`src/rtl/serial_mersenne_adder.sv`:
```
// serial_mersenne_adder
//   Bit-serial adder, LSB first, one full-adder evaluation per clock with a
//   registered carry. mode=0 gives a plain WIDTH-bit sum plus carry-out.
//   mode=1 gives the sum modulo 2^WIDTH-1: an end-around carry is folded back
//   in by a second serial pass, and an all-ones result is mapped to 0.
//
// Ports
//   clk        rising-edge clock
//   rst        asynchronous active-high reset
//   in_valid   operands/mode valid          in_ready  high only while idle
//   a, b       WIDTH-bit operands           mode      0 plain, 1 mod 2^W-1
//   out_valid  result/carry_out valid       out_ready consumer accepts result
//   result     sum or canonical residue     carry_out plain-mode carry (0 in mode 1)
//   busy       high from accept until the result handshake
module serial_mersenne_adder #(
    parameter int WIDTH = 8,
    parameter int CNT_W = $clog2(WIDTH + 1)
) (
    input  logic             clk,
    input  logic             rst,
    input  logic             in_valid,
    output logic             in_ready,
    input  logic [WIDTH-1:0] a,
    input  logic [WIDTH-1:0] b,
    input  logic             mode,
    output logic             out_valid,
    input  logic             out_ready,
    output logic [WIDTH-1:0] result,
    output logic             carry_out,
    output logic             busy
);

    typedef enum logic [2:0] {
        S_IDLE,
        S_ADD,
        S_WRAP,
        S_FIN,
        S_DONE
    } state_t;

    localparam logic [CNT_W-1:0] LAST_BIT = CNT_W'(WIDTH - 1);

    state_t           state, state_nxt;
    logic [WIDTH-1:0] a_sr, b_sr, res_sr;
    logic             mode_r;
    logic             carry;
    logic [CNT_W-1:0] cnt;

    logic             op_x, op_y;
    logic             sum_bit, carry_nxt;
    logic             last_bit, accept, release_res;

    function automatic logic fa_sum(input logic x, input logic y, input logic c);
        return x ^ y ^ c;
    endfunction

    function automatic logic fa_carry(input logic x, input logic y, input logic c);
        return (x & y) | (x & c) | (y & c);
    endfunction

    assign in_ready    = (state == S_IDLE);
    assign accept      = in_valid && in_ready;
    assign release_res = (state == S_DONE) && out_valid && out_ready;
    assign last_bit    = (cnt == LAST_BIT);
    assign result      = res_sr;

    // The single full-adder cell. In WRAP the result register feeds itself
    // back through the A input while B is tied to 0, so the preloaded carry
    // acts as the +1 at the LSB.
    always_comb begin
        op_x = a_sr[0];
        op_y = b_sr[0];
        if (state == S_WRAP) begin
            op_x = res_sr[0];
            op_y = 1'b0;
        end
        sum_bit   = fa_sum(op_x, op_y, carry);
        carry_nxt = fa_carry(op_x, op_y, carry);
    end

    always_comb begin
        state_nxt = state;
        case (state)
            S_IDLE:  if (accept) state_nxt = S_ADD;
            S_ADD:   if (last_bit) state_nxt = (mode_r && carry_nxt) ? S_WRAP : S_FIN;
            S_WRAP:  if (last_bit) state_nxt = S_FIN;
            S_FIN:   state_nxt = S_DONE;
            S_DONE:  if (release_res) state_nxt = S_IDLE;
            default: state_nxt = S_IDLE;
        endcase
    end

    always_ff @(posedge clk or posedge rst) begin
        if (rst) state <= S_IDLE;
        else     state <= state_nxt;
    end

    always_ff @(posedge clk or posedge rst) begin
        if (rst) begin
            a_sr      <= '0;
            b_sr      <= '0;
            res_sr    <= '0;
            mode_r    <= 1'b0;
            carry     <= 1'b0;
            cnt       <= '0;
            out_valid <= 1'b0;
            carry_out <= 1'b0;
            busy      <= 1'b0;
        end else begin
            case (state)
                S_IDLE: begin
                    if (accept) begin
                        a_sr   <= a;
                        b_sr   <= b;
                        mode_r <= mode;
                        carry  <= 1'b0;
                        cnt    <= '0;
                        busy   <= 1'b1;
                    end
                end
                S_ADD: begin
                    res_sr <= {sum_bit, res_sr[WIDTH-1:1]};
                    a_sr   <= {1'b0, a_sr[WIDTH-1:1]};
                    b_sr   <= {1'b0, b_sr[WIDTH-1:1]};
                    // WRAP is only entered when carry_nxt is 1, so keeping
                    // carry_nxt here is also the carry preload for the wrap pass.
                    carry  <= carry_nxt;
                    cnt    <= last_bit ? '0 : cnt + CNT_W'(1);
                end
                S_WRAP: begin
                    // (2^N-2)+1 never overflows, so the final carry is dropped.
                    res_sr <= {sum_bit, res_sr[WIDTH-1:1]};
                    carry  <= carry_nxt;
                    cnt    <= last_bit ? '0 : cnt + CNT_W'(1);
                end
                S_FIN: begin
                    if (mode_r) begin
                        carry_out <= 1'b0;
                        // All-ones is the redundant encoding of zero mod 2^N-1.
                        if (&res_sr) res_sr <= '0;
                    end else begin
                        carry_out <= carry;
                    end
                    out_valid <= 1'b1;
                end
                S_DONE: begin
                    if (release_res) begin
                        out_valid <= 1'b0;
                        busy      <= 1'b0;
                    end
                end
                default: ;
            endcase
        end
    end

endmodule

```
`config.mk`:
```
export PLATFORM = sky130hd
export DESIGN_NAME = serial_mersenne_adder
export DESIGN_NICKNAME = d
export VERILOG_FILES = /design/src/rtl/serial_mersenne_adder.sv
export SDC_FILE = /design/constraint.sdc
export NUM_CORES = 1
export LEC_CHECK = 0
export CAP_MARGIN = 5
export CORE_AREA = 8 8 70 72
export CTS_BUF_LIST = sky130_fd_sc_hd__clkbuf_16
export DETAILED_ROUTE_END_ITERATION = 6
export DIE_AREA = 0 0 78 80
export GPL_ROUTABILITY_DRIVEN = 1
export HOLD_SLACK_MARGIN = 0.03
export PLACE_DENSITY = 0.76
export SYNTH_ARGS = -nofsm -noshare
export SYNTH_HDL_FRONTEND = slang
export SYNTH_SLANG_ARGS = --single-unit
```
`constraint.sdc`:
```
create_clock -name clk -period 2.6 [get_ports clk]
set_input_delay 0.65 -clock clk [delete_from_list [all_inputs] [get_ports clk]]
set_output_delay 0.65 -clock clk [all_outputs]
set_load 0.02 [all_outputs]
```
==> summary.txt <==
Outcome
  • Status: finished clean

Floorplanning
  • Core area: a little under 4000 um2
  • Starting Density: 48.7%
  • Full die area: ~6200 um2
  • Rows: 23
  • Die width: approximately 78 um
  • Die height: around 80 um
  • I/O pins: 33

Pwr
  • Power Density: 1180 nW/um2
  • Part of the power in registers: between 30% and 40%
  • Lkg Pwr: approximately 0.97 nW
  • Comb power frac: between 40 and 50%
  • Total net switching power: between 1 and 1.5 mW
  • Clk pwr share: 20.5%
  • Cell Int Power: roughly 1.7 mW
  • Sw frac: about two fifths
  • VDD IR-drop max: 0.603 mV

Timing
  • Setup Skew: roughly 0.0040 ns
  • Setup TNS: 0 ns
  • Final Slew Violations: 0
  • Worst-margin pin slew: roughly 0.78 ns
  • Final period util: approximately 89%
  • Maximum clock frequency: between 400 and 500 MHz
  • Final WS setup: approximately 0.29 ns
  • Final Hold Fails: 0
  • RSZ-0062 raised after global routing: no
  • Max-slew headroom at the worst pin: between 40% and 50%
  • Min Tclk post-route: about 2.3 ns
  • Final setup fails: 0

Logic synthesis
  • Seq/Total Area, Yosys: roughly 48%
  • Synth Warn #: 0
  • Synth cell types: 41
  • Post-synth EDFFs: 0
  • Top FF cell, synth: dfrtp_1
  • FFs w/ async S/R, synth: 100%
  • Post-synthesis cell count: 167
  • Post-Syn Area per Cell: about 11 um2
  • Mapped Area: about 1900 um2
  • Post-Syn Nets: 190
  • Synthesis-stage register bit count: 36

Detailed routing
  • Drt first pass iters: 4
  • Drt via density: 5.54
  • Post-route DRC: 0
  • Total routed wirelength: 3860 um
  • Via count: 1390
  • Initial DRC count: between 80 and 90
  • ANT nets after route: 0
  • WL/cell: 15.4 um

Clock tree
  • CTS clk-pin slew, worst paths: 0.05 ns
  • Post-CTS setup repair buffer count: 0
  • Post_cts resized: 0
  • Htree depth: 2
  • Clock buffer depth: 2
  • Clk Latency, worst-skew pair: roughly 0.27 ns
  • # clock sinks: 36
  • Root buf cell: clkbuf_16
  • TritonCTS clock tree: built
  • # hold bufs at CTS: 0
  • CTS buffer count: 5

Finish
  • Commonest cells after routing, fill and taps aside: dfrtp_1 (36), clkdlybuf4s50_1 (32), nand2_1 (21)
  • Commonest non-fill, non-tap cell in the layout: dfrtp_1
  • Share of cells above drive strength 1: between 10% and 20%
  • Area Overhead vs Synth: 23.9%
  • Final instance area: 2320 um2
  • Multi-input gate area: roughly 840 um2
  • Antenna Cells: 0
  • Nets@finish: 223
  • Fillers: roughly 350
  • Flip-flop and latch area: roughly 900 um2

Worst setup path
  • Worst path arrival time: around 1.7 ns
  • Crit path cell chain: nor3_1 > clkdlybuf4s50_1
  • Crit path capture type: output pin
  • CP Max Fanout: 12
  • CP required: a little under 2 ns
  • CP Buf/Inv Count: 1
  • Cell family with most CP delay: buffers and inverters
  • Slowest stage delay, CP: between 0.6 and 0.7 ns
  • Startpoint Class: flop
  • Critical-path top delay cell: clkdlybuf4s50_1
  • Worst Path Class, Setup: reg2out

Placement
  • Routability cong.: between 0.7 and 0.8
  • Setup WS pre-CTS: 0.355 ns
  • Port Buffers: 32
  • Dpl cell area: between 2000 and 2500 um2
  • Hpwl dp: around 2800 um

Global routing
  • Largest net degree at the start of global routing: 37
  • Vias in the first global route: 1484
  • First-pass GRT wire length: 6670 um
  • Total grt overflow: 0
  • All-layer global routing usage: 13.1%
  • Antenna violations before repair: 0

Job
  • MaxCap Viol Count: 0

Min path
  • Worst hold path class: reg2reg
[final cells by class]
type	instances	area share [%]
Sequential cell	36	38.8
Multi-Input combinational cell	116	36.2
Timing Repair Buffer	39	16.0
Clock buffer	5	5.38
Tap cell	50	2.69
Clock inverter	3	0.592
Inverter	2	0.323
[flip-flops by register name, indices dropped and copies added (netlist names)]
signal     cells
a_sr           8
b_sr           8
result         8
cnt            4
state          3
busy           1
carry          1
carry_out      1
mode_r         1
out_valid      1
[final timing paths]
check	start	endpoint	cells after the start	slack (ns)
max	state[2]	in_ready	2	0.29
min	b_sr[6]	b_sr[5]	2	0.48
max reg2reg	state[2]	state[0]	7	0.36
min reg2reg	b_sr[6]	b_sr[5]	2	0.48
max in group asynchronous	rst	a_sr[7]	3	1.49
min in group asynchronous	rst	cnt[3]	3	0.78
[metrics by stage]
| step | util (%) | hold WS, ns | power (mW) | cells |
|---|---|---|---|---|
| floorplan | - | 0.451 | 1.90 | 167 |
| global placement | 56.7 | 0.464 | 2.11 | 243 |
| detailed placement | 56.7 | 0.468 | 2.18 | 243 |
| CTS | 60.3 | 0.479 | 2.77 | 251 |
| global route | 60.3 | 0.495 | 2.93 | 251 |
| finish | 60.3 | 0.477 | 2.74 | 251 |
[tightest hold or removal path: cells and delay by family, from the launching register on]
kind,cells,cell delay [ns]
AO/OA/AOI/OAI,1,0.05
flip-flops,1,0.34
AND/OR/NAND/NOR,1,0.06
[kinds of logic after synthesis]
family	after synthesis	share of synthesized area (%)
muxes	18	10.1
buffers and inverters	15	7.13
AOI/OAI and AO/OA	50	18.0
and+or+nand+nor	45	14.6
DFF	36	48.0
adders and majority gates	2	1.73
xor gates and xnor gates	1	0.467
[power groups by stage]
stage	logic, mW	registers (mW)	clock network, mW
2_1_floorplan	0.935	0.970	0
3_3_place_gp	1.16	0.946	0
3_5_place_dp	1.22	0.967	0
4_1_cts	1.23	0.961	0.576
5_1_grt	1.33	0.991	0.600
6_report	1.21	0.961	0.560
[cells in the mapped netlist, drive strengths merged (2+ instances only)]
cell / n / area share (%)
inv: 2 / 0.40
o2bb2ai: 8 / 3.7
a22o: 2 / 0.93
and2: 2 / 0.67
nor3: 3 / 0.80
nand2: 21 / 4.2
a21oi: 6 / 1.6
mux2: 4 / 2.6
nor4b: 2 / 1.7
nand2b: 2 / 0.67
o21ai: 26 / 8.1
buf: 13 / 6.7
nor2: 4 / 0.80
nand4: 2 / 0.67
dfrtp: 36 / 48
nand3: 2 / 0.53
mux2i: 14 / 7.5
a211o: 2 / 0.93
[routing by layer]
metal	wire length (um)	track usage (%)	vias to the layer above
li1	-	-	667
met1	1590	13.9	676
met2	2040	23.9	40
met3	180	3.27	7
met4	54	6.30	0
met5	0	0	-
(Power assumes the default switching activity.)
